[src/rtl/seg7_scan_driver.sv]
// Multiplexed 4-digit common-anode seven-segment scanner with a frame-synchronous load path.
// Loaded values go through a pending register and reach the display only at a frame wrap.
module seg7_scan_driver #(
  parameter int SCAN_DIV = 100000,
  parameter int GUARD    = 2,
  parameter bit LZ_BLANK = 1'b0
) (
  input  logic        clk,
  input  logic        rst,
  input  logic [15:0] value,
  input  logic [3:0]  dp,
  input  logic [3:0]  blank,
  input  logic        load,
  output logic [3:0]  an,
  output logic [7:0]  seg,
  output logic        frame_done
);

  localparam int CW = (SCAN_DIV > 1) ? $clog2(SCAN_DIV) : 1;
  localparam logic [CW-1:0] CNT_LAST = CW'(SCAN_DIV - 1);
  localparam logic [CW-1:0] CNT_PRE  = CW'(SCAN_DIV - 2);
  localparam logic [CW-1:0] GUARD_C  = CW'(GUARD);

  logic [CW-1:0] cnt_reg, cnt_next;
  logic [1:0]    idx_reg, idx_next;
  logic          slot_end, frame_end;

  logic [15:0]   pend_value_reg, act_value_reg;
  logic [3:0]    pend_dp_reg, act_dp_reg;
  logic [3:0]    pend_blank_reg, act_blank_reg;
  logic          pend_valid_reg;

  logic [3:0]    an_reg, an_next;
  logic [7:0]    seg_reg, seg_next;
  logic          frame_done_reg;

  logic [3:0]    upper_zero;
  logic [3:0]    nib;
  logic          dark;

  function automatic logic [6:0] hex7(input logic [3:0] n);
    case (n)
      4'h0: hex7 = 7'h40;
      4'h1: hex7 = 7'h79;
      4'h2: hex7 = 7'h24;
      4'h3: hex7 = 7'h30;
      4'h4: hex7 = 7'h19;
      4'h5: hex7 = 7'h12;
      4'h6: hex7 = 7'h02;
      4'h7: hex7 = 7'h78;
      4'h8: hex7 = 7'h00;
      4'h9: hex7 = 7'h10;
      4'hA: hex7 = 7'h08;
      4'hB: hex7 = 7'h03;
      4'hC: hex7 = 7'h46;
      4'hD: hex7 = 7'h21;
      4'hE: hex7 = 7'h06;
      default: hex7 = 7'h0E;
    endcase
  endfunction

  // upper_zero[k]: every active nibble from digit k upward is zero
  for (genvar gi = 0; gi < 4; gi++) begin : g_upper_zero
    assign upper_zero[gi] = (act_value_reg[15:4*gi] == '0);
  end

  always_comb begin
    slot_end  = (cnt_reg == CNT_LAST);
    frame_end = slot_end && (idx_reg == 2'd3);
    cnt_next  = slot_end ? '0 : cnt_reg + CW'(1);
    idx_next  = slot_end ? idx_reg + 2'd1 : idx_reg;
  end

  always_comb begin
    nib      = act_value_reg[{idx_reg, 2'b00} +: 4];
    dark     = act_blank_reg[idx_reg] ||
               (LZ_BLANK && (idx_reg != 2'd0) && upper_zero[idx_reg]);
    an_next  = 4'hF;
    seg_next = 8'hFF;
    if (cnt_reg >= GUARD_C) begin
      an_next  = ~(4'b0001 << idx_reg);
      seg_next = dark ? 8'hFF : {~act_dp_reg[idx_reg], hex7(nib)};
    end
  end

  always_ff @(posedge clk) begin
    if (rst) begin
      cnt_reg        <= '0;
      idx_reg        <= 2'd0;
      pend_value_reg <= '0;
      pend_dp_reg    <= '0;
      pend_blank_reg <= '0;
      pend_valid_reg <= 1'b0;
      act_value_reg  <= '0;
      act_dp_reg     <= '0;
      act_blank_reg  <= '0;
      an_reg         <= 4'hF;
      seg_reg        <= 8'hFF;
      frame_done_reg <= 1'b0;
    end else begin
      cnt_reg        <= cnt_next;
      idx_reg        <= idx_next;
      an_reg         <= an_next;
      seg_reg        <= seg_next;
      // registered so the pulse lines up with the last cycle of digit 3
      frame_done_reg <= (cnt_reg == CNT_PRE) && (idx_reg == 2'd3);

      if (frame_end && pend_valid_reg) begin
        act_value_reg <= pend_value_reg;
        act_dp_reg    <= pend_dp_reg;
        act_blank_reg <= pend_blank_reg;
      end

      // a load on the commit edge stays pending for the following frame
      if (load) begin
        pend_value_reg <= value;
        pend_dp_reg    <= dp;
        pend_blank_reg <= blank;
        pend_valid_reg <= 1'b1;
      end else if (frame_end) begin
        pend_valid_reg <= 1'b0;
      end
    end
  end

  assign an         = an_reg;
  assign seg        = seg_reg;
  assign frame_done = frame_done_reg;

endmodule

[config.mk]
export PLATFORM = sky130hd
export DESIGN_NAME = seg7_scan_driver
export DESIGN_NICKNAME = d
export VERILOG_FILES = /design/src/rtl/seg7_scan_driver.sv
export SDC_FILE = /design/constraint.sdc
export NUM_CORES = 1
export LEC_CHECK = 0
export ABC_AREA = 1
export BUFFER_PORTS_ARGS = -buffer_cell sky130_fd_sc_hd__buf_2
export CAP_MARGIN = 20
export CELL_PAD_IN_SITES_DETAIL_PLACEMENT = 1
export CELL_PAD_IN_SITES_GLOBAL_PLACEMENT = 1
export CORE_AREA = 2 2 94 96
export CTS_CLUSTER_DIAMETER = 100
export DETAILED_ROUTE_END_ITERATION = 12
export DIE_AREA = 0 0 96 98
export PLACE_DENSITY_LB_ADDON = 0.2
export SYNTH_ARGS = -nofsm -noshare
export SYNTH_HDL_FRONTEND = slang
export SYNTH_SLANG_ARGS = --single-unit
[constraint.sdc]
create_clock -name clk -period 3.4 [get_ports clk]
set_clock_uncertainty 0.05 [all_clocks]
set_input_delay 0.34 -clock clk [delete_from_list [all_inputs] [get_ports clk]]
set_output_delay 0.34 -clock clk [all_outputs]
set_load 0.03 [all_outputs]
; Word level (Yosys, flattened, before mapping)
; Memory sizes are Yosys's and may differ from the RTL's. A register that Yosys moved wholly into a read port is not among the register bits.
; Index checks and enable logic that the tools add are counted.
[word_totals]
word_cells = 38
mem_count = 1
romBits = 112
ff_bits = 81
[mem_list]
columns = memory, words, word_bits, read_ports, rd_clocked_by_memory_dff, write_ports, line
row1 = (name not given), 16, 7, 1, 1, 0, 42  ; case (n)
[classes]
order_cmp = 2
shifts = 2
n_reduce_logical = 7
n_mux = 6
addsub = 2
n_eq_ne = 3
bitwise = 3
[op_table]
columns = op, n
row1 = 17-bit equality test (second input constant), 2
row2 = 17-bit by 1-bit adder with 17-bit output (second input constant), 1
row3 = 17-bit by 2-bit greater-or-equal comparator with 1-bit output (second input constant), 1
row4 = 16-bit by 5-bit indexed part select with 4-bit output, 1
row5 = 1-bit binary-select mux with 2-bit select, 2
row6 = 1-bit 2-to-1 mux, 4
row7 = 4-bit inverter, 1
row8 = 2-bit OR reduction, 2
row9 = 1-bit by 2-bit left shift with 4-bit output (first input constant), 1
row10 = 1-bit logical AND, 3
row11 = 2-bit by 3-bit less-than comparator with 1-bit output (second input constant), 1
row12 = 3-bit OR reduction, 1
row13 = 2-bit by 1-bit adder with 2-bit output (second input constant), 1
row14 = 2-bit equality test (second input constant), 1
row15 = 1-bit inverter, 2
row16 = 2-bit nonzero test, 1

; Depth between registers and ports, before layout
; Gate-level depths: netlist of the first run.
[depth]
word_depth = 4
ltp_mapped = 12
mapped_depth_nobuf = 11

; Worst setup path before layout of the first run
; Ideal clock, no wire load.
[synth_timing]
kind = reg2reg
start = register idx_reg[0]
end = register seg_reg[2] (netlist: seg[2])
path_slack_ns = 1.663
path_buffers = 1
t_required_ns = 3.232
path_stages_with_launch = 13
arrival_ns = 1.569
path_cell_list = dfxtp_1 > inv_2 > buf_2 > nand2_1 > nand2_1 > nand2_1 > and2_1 > inv_1 > ha_1 > nand2_1 > nor2_1 > a31oi_1 > nand2_1
[synth_via]
elab_chain_len = 3
[synth_rtl]
columns = element, line
row1 = "start, declared", 25  ; logic [1:0] idx_reg, idx_next;
row2 = "start signal, assigned", 102  ; idx_reg <= idx_next;
row3 = "parallel branches: the longest is 3 deep, another holds 16-bit by 5-bit indexed part select with 4-bit output", --
row4 = "end, declared", 34  ; logic [7:0] seg_reg, seg_next;
; Several ways; the timed one is not identified. The select of a mux whose other input is x is not followed.
; A chain may end at the register's enable or synchronous reset.

; Worst setup path in the final report of the first run
[layout_timing]
start = register idx_reg[0]
end = register seg_reg[5] (netlist: seg[5])
; Same word-level chain as after synthesis.

==> results of run 1 <==
## cells by family after synthesis
| family | synth area share (%) |
|---|---|
| flops | 43.7 |
| compound gates | 10.6 |
| fa+ha+maj | 4.05 |
| xor+xnor | 0.944 |
| buf+inv | 9.54 |
| simple gates | 31.2 |
## how the worst max path moves through the flow
stage | cells past startpoint | slack (ps) | to | startpoint
3_3_place_gp | 11 | 1340 | seg[2]$_SDFF_PP1_ | idx_reg[0]$_SDFFE_PP0P_
5_1_grt | 11 | 870 | seg[2]$_SDFF_PP1_ | idx_reg[0]$_SDFFE_PP0P_
2_1_floorplan | 12 | 1660 | seg[2]$_SDFF_PP1_ | idx_reg[0]$_SDFFE_PP0P_
4_1_cts | 11 | 1150 | seg[5]$_SDFF_PP1_ | idx_reg[0]$_SDFFE_PP0P_
3_5_place_dp | 11 | 1180 | seg[5]$_SDFF_PP1_ | idx_reg[0]$_SDFFE_PP0P_
6_report | 11 | 1150 | seg[5]$_SDFF_PP1_ | idx_reg[0]$_SDFFE_PP0P_
## cell type report
class                   count  area, um2
well taps                 108        135
inverters                  59        221
repair buffers             43        245
clock inverters             6       67.6
multi-input cells         348       1730
flip-flops and latches     81       1620
clock buffers              10        138
fillers                  1103       4300
## per-layer routing
layer / vias to the layer above / GRT usage (%)
li1: 1705 / -
met1: 1584 / 29.3
met2: 44 / 31.7
met3: 11 / 3.24
met4: 0 / 8.13
met5: - / 0
## worst max-delay path, cell delays in order, from the launching register on
cell and delay (ps):
dfxtp_1 690, inv_2 250, nand2_1 110, nand2_1 50
nand2_1 60, and2_1 240, inv_1 120, ha_1 230
nand2_1 110, o21ai_0 90, nand2_1 80, nand2_1 60
## synth_stat cells, types with 2 or more instances
cell      count  area [um2]
clkbuf_1      8        30.0
ha_1         12         150
xor2_1        4        35.0
or2_2         2        12.5
nor2_4        4        45.0
nand3_1      24         120
dfxtp_1      81        1620
buf_2        10        50.1
nand2_2       4        25.0
inv_2         3        11.3
buf_6         4        45.0
a21oi_1      38         190
nand2_1      99         372
nand4_1      28         175
inv_1        55         206
nor2_1       80         300
o21ai_0      36         180
nor3_1        8        40.0
## layout by cell type, fill, tap and decap left out, types with 2 or more instances in the layout
| master | count |
|---|---|
| nor2_4 | 4 |
| nand4_1 | 28 |
| or2_2 | 2 |
| clkinv_4 | 2 |
| inv_1 | 55 |
| a21oi_1 | 38 |
| nand2_2 | 4 |
| dfxtp_1 | 81 |
| clkbuf_8 | 10 |
| nor2_1 | 80 |
| buf_2 | 39 |
| ha_1 | 12 |
| xor2_1 | 4 |
| buf_4 | 3 |
| nand3_1 | 24 |
| nor3_1 | 8 |
| inv_2 | 3 |
| nand2_1 | 99 |
| clkinvlp_4 | 2 |
| o21ai_0 | 36 |
## power by group
part	switching (mW)	internal (mW)
Sequential	0.0110	0.981
Combinational	0.0936	0.0469
Clock	0.366	0.360
Total	0.471	1.39
## per-stage QoR
step	util (%)	worst slack [ps]	hold WS (ps)
finish	49.2	1150	146
global route	49.2	875	149
CTS	49.2	1150	131
detailed placement	46.7	1180	397
global placement	46.4	1340	395
floorplan	-	1660	359
==> flow_summary.toml, run 1 <==
[outcome]
status = "finished, final reports clean"

[critical_path]
start_kind = "flip-flop"
cp_max_fo = 17
cp.arrival_ps = 2440
timing.rr.end = "seg[5]$_SDFF_PP1_"
r2r_cells = 11
end_kind = "flip-flop"
worstReg2RegStart = "idx_reg[0]$_SDFFE_PP0P_"
r2r_setup_slack_ps = 1150
cp_data_required_time_ps = 3590
path_class = "flip-flop to flip-flop"

[global_routing]
grt_max_degree = 51
grt_antenna_before_repair = 0
grt_overflow = 0
track_usage_pct = 20.8
grt_pass1_wl_um = 15600
first_global_vias = 3344

[synthesis]
synthCells = 511
yosysUniqueCellTypes = 29
synth_nets = 550
async_flop_share_pct = 0
yosysWarnings = 0
netlist_area_um2 = 3710
avgSynthCellArea_um2 = 7.26
synth_ff_type = "dfxtp_1"
synth_edf_count = 0
ys_seq_elements = 81
synth-seq-area-share_pct = 43.7

[clock_tree]
clkSinkCount = 81
h-tree-depth = 3
cts_setup_buffers = 0
numCtsBuffers = 9
clk_path_buf_depth = 2
hold_buffers = 0
clock_latency_ps = 360
cts_tree = "yes"
cts-root-buf = "clkbuf_8"
cts_resized = 0
clk_pin_slew_ps = 80

[power]
power_mw = 1.86
p_leak_nw = 1.71
ir_worst_vdd_mv = 0.210
p_per_area_nw_per_um2 = 447

[floorplan]
initial_core_util_pct = 43.8
die_h_um = 98
rows = 34
dieArea_um2 = 9410
core_um2 = 8470
io-pin-count = 40
die_x_um = 96

[hold_path]
min_from = "rst"
min_to = "pend_valid_reg$_SDFFE_PP0P_"
min_path_type = "primary input to flip-flop"
hold_depth = 2

[timing]
slew_headroom_pct = 56.0
fin_crit_sh_pct = 66.0
fmax_mhz = 445
finalHoldViolations = 0
slew_violations = 0
setup_violations = 0
tns_ps = 0
worst_pin_slew_ps = 660
rsz0062_at_grt = "no"
finalCriticalPeriod_ps = 2250

[detailed_routing]
via_per_inst = 5.11
drc_errors = 0
drt.antenna.violating_nets = 0
dr_wl_met3_um = 213
vias = 3344
wl_per_cell_um = 13.5
firstDrtPassIters = 4
met2_length_um = 3920
drt_iter0_drc = 109
drt-met1-wl_um = 4530
wirelength_um = 8820
top_layer_used = "met4"

[placed_design]
dp.cells = 639
dpl.hpwl_um = 6420
dpl-instance-area_um2 = 3960
port_buffers = 39
gp_congestion = 0.784

[run]
drv_cap = 0

[finish]
fin_nets = 581
largest_reg_flops = 17
finalInstanceArea_um2 = 4160
diodes = 0
finalNonFillerCells = 655
drive_gt1_share_pct = 13.7
syn_to_final_growth_pct = 12.2
No activity file was read; power rests on OpenSTA's default activity.
==> run 2, diff against run 1 <==
- CORE_AREA: 2 2 94 96 -> 2 2 97 99
- DIE_AREA: 0 0 96 98 -> 0 0 99 101
- clock period: 3.4 -> 2.15 ns (I/O delays scaled with it)
==> flow_summary.toml, run 2 (synthesis results as in run 1) <==
[outcome]
status = "finished, final reports clean"

[timing]
slew_violations = 0
tns_ps = 0
finalCriticalPeriod_ps = 1870
whs_ps = 69.8
fmax_mhz = 534
fin_crit_sh_pct = 87.1
rsz0062_at_grt = "no"
slew_headroom_pct = 71.4
finalHoldViolations = 0
worst_pin_slew_ps = 429
setup_violations = 0

[hold_path]
min_path_type = "primary input to flip-flop"
hold_depth = 3
min_from = "dp[0]"

[power]
p_per_area_nw_per_um2 = 686
p_leak_nw = 1.73
ir_worst_vdd_mv = 0.395

[clock_tree]
cts_tree = "yes"
cts_resized = 0
clk_pin_slew_ps = 90
cts-root-buf = "clkbuf_8"
h-tree-depth = 3
numCtsBuffers = 9
clock_latency_ps = 370
clk_path_buf_depth = 2
clkSinkCount = 81

[global_routing]
grt_max_degree = 50
grt_pass1_wl_um = 15500
grt_antenna_before_repair = 0
track_usage_pct = 19.1
first_global_vias = 3307
grt_overflow = 0

[placed_design]
port_buffers = 39
gp_congestion = 0.836
dp.cells = 648
dpl.hpwl_um = 6460

[floorplan]
rows = 35
dieArea_um2 = 10000
die_h_um = 101
die_x_um = 99
initial_core_util_pct = 41.3
io-pin-count = 40
core_um2 = 8980

[detailed_routing]
drc_errors = 0
met2_length_um = 4080
firstDrtPassIters = 4
drt-met1-wl_um = 4270
vias = 3318
dr_wl_met3_um = 266
wl_per_cell_um = 13.3
top_layer_used = "met4"
drt.antenna.violating_nets = 0
drt_iter0_drc = 78
wirelength_um = 8820
via_per_inst = 4.99

[critical_path]
cp_max_fo = 16
path_class = "flip-flop to flip-flop"
crit_path_start = "cnt_reg[1]$_SDFF_PP0_"
r2r_cells = 8
cp.arrival_ps = 2080
worstReg2RegStart = "cnt_reg[1]$_SDFF_PP0_"
cp_data_required_time_ps = 2360
start_kind = "flip-flop"
end_kind = "flip-flop"

[finish]
diodes = 0
layout_commonest_cell = "nand2_1"
post-route-util_pct = 46.6
final_cell_mix = "nand2_1, dfxtp_1, nor2_1"
n_fill_cell = 1160
drive_gt1_share_pct = 14.6
syn_to_final_growth_pct = 12.8
finalNonFillerCells = 665
largest_reg_flops = 17
fin_nets = 588

[run]
drv_cap = 0
==> run 2: changes by cell type in the layout (fill, tap and decap cells not counted), sizes merged <==
cell,delta
clkinvlp,-1
bufinv,-1
inv,+3
buf,+6
clkinv,-1
dlygate4sd3,+1
==> run 2: metal layers <==
layer | up-vias | track usage (%)
met3 | 15 | 4.16
met2 | 51 | 31.3
met1 | 1532 | 24.5
li1 | 1720 | -
met4 | 0 | 7.80
met5 | - | 0
==> run 2: what timing repair did <==
action                    4_1_cts  5_1_grt
hold buffers                    1        0
hold endpoints to repair        1        0
setup buffers                   0        0
==> run 2: critical path, stage by stage (launching register included) <==
cell     delay (ps)
dfxtp_1         410
ha_1            240
nand3_2         160
nor2_4          170
nand3_1         180
nand2_2         320
inv_1           110
nand2_1          90
nor2_1           40
==> run 2: area by class of cell <==
| class | count | area [um2] | share of cell area, % |
|---|---|---|---|
| Clock buffer | 10 | 138 | 3.29 |
| Clock inverter | 6 | 50.0 | 1.20 |
| Inverter | 59 | 221 | 5.29 |
| Multi-Input combinational cell | 348 | 1730 | 41.4 |
| Sequential cell | 81 | 1620 | 38.8 |
| Tap cell | 111 | 139 | 3.32 |
| Timing Repair Buffer | 50 | 280 | 6.70 |
==> run 2: metrics by stage <==
step / power, mW / instance area, um2 / setup WS (ps)
3_5_place_dp: 1.82 / 3990 / 281
2_1_floorplan: 1.75 / 3710 / 413
3_3_place_gp: 1.81 / 3990 / 357
5_1_grt: 3.00 / 4180 / 81.6
4_1_cts: 2.91 / 4180 / 263
6_report: 2.87 / 4180 / 278
==> run 2: final timing paths <==
path                                                        to  slack, ps
worst max-delay path                    cnt_reg[14]$_SDFF_PP0_        280
worst min-delay path               pend_dp_reg[0]$_SDFFE_PP0P_         70
worst max register to register          cnt_reg[14]$_SDFF_PP0_        280
worst min register to register  pend_blank_reg[2]$_SDFFE_PP0P_        410
==> run 2: power by group <==
group          total (mW)  leakage [nW]  internal [mW]  switching (mW)
registers            1.57         0.661           1.55          0.0167
clock network        1.09        0.0952          0.468           0.619
logic               0.217         0.977         0.0716           0.145
